`config.mk`:
```
export PLATFORM = sky130hd
export DESIGN_NAME = booth_ctrl
export DESIGN_NICKNAME = d
export VERILOG_FILES = /design/src/rtl/booth_ctrl.sv
export SDC_FILE = /design/constraint.sdc
export NUM_CORES = 1
export LEC_CHECK = 0
export BUFFER_PORTS_ARGS = -buffer_cell sky130_fd_sc_hd__buf_2
export CAP_MARGIN = 5
export CORE_MARGIN = 5
export CORE_UTILIZATION = 25
export CTS_CLUSTER_SIZE = 25
export DETAILED_ROUTE_END_ITERATION = 8
export REMOVE_ABC_BUFFERS = 1
export SLEW_MARGIN = 20
export SYNTH_ARGS = -nofsm -noshare
export SYNTH_HDL_FRONTEND = slang
export SYNTH_SLANG_ARGS = --single-unit
export TNS_END_PERCENT = 100
```
`constraint.sdc`:
```
create_clock -name clk -period 3.8 [get_ports clk]
set_input_delay 1.14 -clock clk [delete_from_list [all_inputs] [get_ports clk]]
set_output_delay 1.14 -clock clk [all_outputs]
set_load 0.02 [all_outputs]
```
`src/rtl/booth_ctrl.sv`:
```
// Control sequencer for a radix-2 Booth multiplier: a Moore FSM that steps the
// A/Q/M datapath through clear, load, N_ITER evaluate/add-sub/shift rounds and readout.
module booth_ctrl #(
  parameter int N_ITER = 8
) (
  input  logic clk,
  input  logic rst,
  input  logic start,
  input  logic q0,
  input  logic q_m1,
  output logic c0,
  output logic c1,
  output logic c2,
  output logic c3,
  output logic sub,
  output logic c4,
  output logic c5,
  output logic c6,
  output logic busy,
  output logic done
);

  localparam int CW = (N_ITER > 1) ? $clog2(N_ITER) : 1;
  localparam logic [CW-1:0] LAST = CW'(N_ITER - 1);

  typedef enum logic [3:0] {
    IDLE,
    INIT,
    LOAD_Q,
    LOAD_M,
    EVAL,
    ADDSUB,
    SHIFT,
    OUT_A,
    OUT_Q,
    DONE
  } state_t;

  state_t          state;
  state_t          nxt;
  logic [CW-1:0]   cnt;
  logic            sub_lat;
  logic            nxt_sub;

  // Next-state and add/subtract decision; q0/q_m1 only matter in EVAL.
  always_comb begin
    nxt     = state;
    nxt_sub = sub_lat;
    case (state)
      IDLE:   if (start) nxt = INIT;
      INIT:   nxt = LOAD_Q;
      LOAD_Q: nxt = LOAD_M;
      LOAD_M: nxt = EVAL;
      EVAL: begin
        case ({q0, q_m1})
          2'b10: begin
            nxt     = ADDSUB;
            nxt_sub = 1'b1;
          end
          2'b01: begin
            nxt     = ADDSUB;
            nxt_sub = 1'b0;
          end
          default: nxt = SHIFT;
        endcase
      end
      ADDSUB: nxt = SHIFT;
      SHIFT:  nxt = (cnt == LAST) ? OUT_A : EVAL;
      OUT_A:  nxt = OUT_Q;
      OUT_Q:  nxt = DONE;
      DONE:   nxt = IDLE;
      default: nxt = IDLE;
    endcase
  end

  // Outputs are registered from the next state so they line up with the state register.
  always_ff @(posedge clk or posedge rst) begin
    if (rst) begin
      state   <= IDLE;
      cnt     <= '0;
      sub_lat <= 1'b0;
      c0      <= 1'b0;
      c1      <= 1'b0;
      c2      <= 1'b0;
      c3      <= 1'b0;
      sub     <= 1'b0;
      c4      <= 1'b0;
      c5      <= 1'b0;
      c6      <= 1'b0;
      busy    <= 1'b0;
      done    <= 1'b0;
    end else begin
      state   <= nxt;
      sub_lat <= nxt_sub;
      if (state == INIT) begin
        cnt <= '0;
      end else if (state == SHIFT) begin
        cnt <= (cnt == LAST) ? '0 : cnt + CW'(1);
      end
      c0   <= (nxt == INIT);
      c1   <= (nxt == LOAD_Q);
      c2   <= (nxt == LOAD_M);
      c3   <= (nxt == ADDSUB);
      sub  <= (nxt == ADDSUB) && nxt_sub;
      c4   <= (nxt == SHIFT);
      c5   <= (nxt == OUT_A);
      c6   <= (nxt == OUT_Q);
      busy <= (nxt != IDLE);
      done <= (nxt == DONE);
    end
  end

endmodule

```
### After elaboration in Yosys (flattened, before gate mapping)

Cells that the tools add are included.

* equal/unequal tests: 19
* add/sub/neg operators: 1
* mux-type cells: 9
* reductions and logical operators: 5

Operators with widths (number)
* $pmux W4 S9: 1
* $eq A4 B3 Y1 const B: 7
* $eq A4 B2 Y1 const B: 4
* $eq A4 B4 Y1 const B: 3
* $mux W3: 3
* $eq A4 B1 Y1 const B: 2
* $logic_not A4 Y1: 1
* $mux W2: 2
* $mux W4: 1
* $reduce_bool A4 Y1: 1
* $add A3 B1 Y3 const B: 1
* $eq A3 B3 Y1 const B: 1
* $eq A2 B1 Y1 const B: 1
* $eq A2 B2 Y1 const B: 1
* $pmux W1 S2: 1
* $reduce_bool A2 Y1: 1
* $reduce_or A2 Y1: 1
* $logic_and A1 B1 Y1: 1
* $mux W1: 1

* word-level logic and storage cells: 47
* register bits: 18

### Logic depth before layout (Yosys ltp)

* depth after elaboration: 6
* depth in mapped cells: 5
* gate-level depth less buffers: 5

### Worst setup path before layout

Ideal clock, no wire load.

* kind: input -> register
* start point: input q_m1
* end point: register state[1]
* data required time: 3.679 ns
* stages on the path: 5
* setup time: 0.121 ns
* arrival time: 1.801 ns
* buffers on the path: 0
* setup slack: 1.878 ns
* cells stage by stage: inv_1 ha_1 a21oi_1 o22a_1 nor2_1

* longest elaborated chain between the ends: 4

RTL lines
* start: declaration: RTL line 10 `input logic q_m1,`
* $eq A2 B1 Y1 or $eq A2 B2 Y1 (tied branches): RTL line 55 `case ({q0, q_m1})`
* $reduce_or A2 Y1 (no source line) (*)
* $mux W2 (*): RTL line 55
* $pmux W4 S9 (*): RTL line 49 `case (state)`
* named net nxt[1]: RTL line 40 `state_t nxt;`
* end signal: assignment: RTL line 93 `state <= nxt;`
* end: declaration: RTL line 39 `state_t state;`

Mark *: on every way through the listed nets, which the timed path passes. The rest lies on a longest branch.
A chain may end at the register's enable or synchronous reset.

### Worst setup path in the final report

* start point: register c0
* end point: output c0

RTL lines
* start: declaration: RTL line 11 `output logic c0,`
* start signal: assignment: RTL line 100 `c0 <= (nxt == INIT);`

No word-level cell between the ends.

==> impl_metrics.csv <==
group,metric,value,unit
outcome,outcome,"complete, no violations",
cts,numCtsBuffers,3,
final_layout,seqCellArea,425.4,sq um
global_routing,grt_pass1_wl,2366,um
global_routing,antenna_found_initial,0,
die,coreArea,3078,sq um
timing,fin_worst_skew,1.770,ps
routing,ant_nets,0,
synthesis,synth_cells,67,
worst_setup_path,cp_max_fo,1,
global_routing,grt_pass1_vias,544,
timing,setup_ws,1843,ps
routing,routed_wl,1389,um
timing,slew_headroom,57.21,%
synthesis,synth_area,805.8,sq um
die,die_x,66.77,um
cts,post_cts_buffers,0,
power_and_ir_drop,ir_drop,0.1640,mV
die,floorplan.initialDensity,26.18,%
global_routing,grtUsageTotal,6.969,%
timing,setup-tns-final,0,ps
power_and_ir_drop,power_per_cell_area,759.8,nW/um^2
global_routing,grt_overflow_total,0,
timing,hold_viol,0,
timing,slew_violations,0,
cts,clkTransAtPathRegs,90,ps
die,ios,15,
die,die_y,66.77,um
worst_setup_path,worstSetupEndpointType,"output port",
timing,tightest_slew,641.2,ps
cts,root_buffer,"clkbuf_4",
worst_setup_path,cp_num_buf_inv,1,
timing,setup_viol,0,
worst_setup_path,cp-start-kind,"flip-flop",
synthesis,avgSynthCellArea,12.03,sq um
place,place_inst,121,
final_layout,multiInputGateArea,334.1,sq um
timing,post-route-period-util,51.50,%
worst_setup_path,crit_chain,"buf_2",
hold_path,hold_path_class,"flip-flop to flip-flop",
cts,cts.sinks,17,
synthesis,yosys_warnings,0,
routing,viasPerCell,4.296,
power_and_ir_drop,p_leak,0.4487,nW
cts,hold_buffers,0,
routing,drt_iter0_markers,23,
final_layout,fillers,330,
timing,fmax,511.0,MHz
place,port_buffers,14,
worst_setup_path,worstSetupPathType,"flip-flop to output port",
final_layout,fin_util,29.84,%
die,dieArea,4458,sq um
die,fp-row-count,20,
worst_setup_path,critPathArrivalTime,820,ps
cts,cts-resized-gates,0,
final_layout,n_antenna_cell,0,
global_routing,grt_max_degree,18,
timing,rsz0062_at_grt,"no",
final_layout,drive_gt1_share,29.63,%
place,pre_cts_ws,1705,ps
final_layout,syn2layout_area_growth,13.98,%
cts,clock_path_buffers,2,
cts,cts_tree,"yes",
routing,vias,537,
routing,remaining_drc_errors,0,
routing,wl_per_cell,11.11,um
place,dp_hpwl,966.3,um
synthesis,synth.distinct_cells,29,
job,drv_cap,0,
place,gp_congestion,0.7204,
cts,htreeDepth,1,
worst_setup_path,cp_top_family,"flip-flops",
timing,fin_crit,1957,ps
cts,clk_latency,280,ps
synthesis,yosysSeqAreaShare,52.80,%
routing,drtPass1Iterations,4,
synthesis,ys_seq_elements,17,
final_layout,instances_no_fill,125,
final_layout,layout.nets,90,
worst_setup_path,slowest_delay,380,ps
worst_setup_path,worstPathRequired,2660,ps
worst_setup_path,cpMaxStageDelayCell,"dfrtp_1",
state kept, by name, indices dropped and copies added (netlist names):
| signal | flops |
|---|---|
| c4 | 1 |
| sub | 1 |
| done | 1 |
| c5 | 1 |
| c1 | 1 |
| c0 | 1 |
| c6 | 1 |
| c3 | 1 |
| cnt | 3 |
| state | 4 |
| busy | 1 |
| c2 | 1 |
cell usage in the layout (no fill, tap or decap), types with 3 or more instances in the layout:
master,instances
dfrtp_1,17
buf_2,14
nand2_1,4
nor2_1,6
a21oi_1,3
nor3_1,5
clkbuf_4,3
ha_1,3
kinds of logic after synthesis:
family	synth area share, %
AOI/OAI and AO/OA	9.472
buffers and inverters	5.745
adders and majority gates	4.659
xor gates and xnor gates	1.087
DFF	52.80
and+or+nand+nor	25.00
muxes	1.242
metrics by stage:
step | area, sq um | hold slack (ps) | power (W)
2_1_floorplan | 767.0 | 461.6 | 0.0005334
3_3_place_gp | 892.1 | 482.3 | 0.0006007
3_5_place_dp | 892.1 | 502.3 | 0.0006113
4_1_cts | 918.4 | 524.0 | 0.0007072
5_1_grt | 918.4 | 567.8 | 0.0007579
6_report | 918.4 | 520.7 | 0.0006977
metal layers:
| layer | wire length, um | global-route usage [%] |
|---|---|---|
| met2 | 666 | 12.00 |
| met4 | 24 | 4.569 |
| met5 | 0 | 0 |
| met3 | 59 | 0.5059 |
| met1 | 639 | 8.229 |
synthesized netlist by cell type:
library cell / n / area (sq um)
dfrtp_1: 17 / 425.4
or2_1: 1 / 6.260
and3b_1: 2 / 17.52
buf_6: 3 / 33.78
o31ai_1: 1 / 7.510
nand2_1: 4 / 15.01
and2_2: 1 / 7.510
nand3b_1: 1 / 7.510
buf_2: 1 / 5.000
nor2b_1: 1 / 6.260
o22a_1: 1 / 8.760
a21oi_2: 2 / 17.52
nor4b_4: 1 / 23.77
o211a_1: 1 / 10.01
mux2i_1: 1 / 10.01
and2_1: 1 / 6.260
ha_1: 3 / 37.54
inv_1: 2 / 7.510
o21ai_0: 1 / 5.000
nand2b_1: 1 / 6.260
nand2b_4: 1 / 13.76
or3_4: 1 / 11.26
nor2_1: 6 / 22.52
o22ai_1: 2 / 12.51
nand4bb_1: 1 / 11.26
nor4_4: 1 / 21.27
nor3_1: 5 / 25.02
xor2_1: 1 / 8.760
a21oi_1: 3 / 15.01
path summary, 6_finish.rpt:
check	from	slack [ps]	cells after the start	endpoint
min reg2reg	cnt[0]$_DFFE_PP0P_	520	1	cnt[0]$_DFFE_PP0P_
min in group asynchronous	rst	920	2	cnt[2]$_DFFE_PP0P_
max reg2reg	state[2]$_DFF_PP0_	2390	3	cnt[1]$_DFFE_PP0P_
max	c0$_DFF_PP0_	1840	1	c0
max in group asynchronous	rst	2470	2	state[3]$_DFF_PP0_
min	cnt[0]$_DFFE_PP0P_	520	1	cnt[0]$_DFFE_PP0P_
area by class of cell:
class	count	share of cell area [%]
flip-flops and latches	17	46.32
well taps	44	5.995
repair buffers	14	7.629
clock buffers	4	2.861
inverters	2	0.8174
multi-input cells	44	36.38
report_power, final:
part	switching (W)	total [W]	internal, W	leakage (nW)
combinational	0.000130	0.000263	0.000132	0.212
clock	0.0000537	0.0000944	0.0000407	0.0150
sequential	0.000102	0.000341	0.000238	0.222
total	0.000287	0.000698	0.000411	0.449
(Power assumes the default switching activity.)
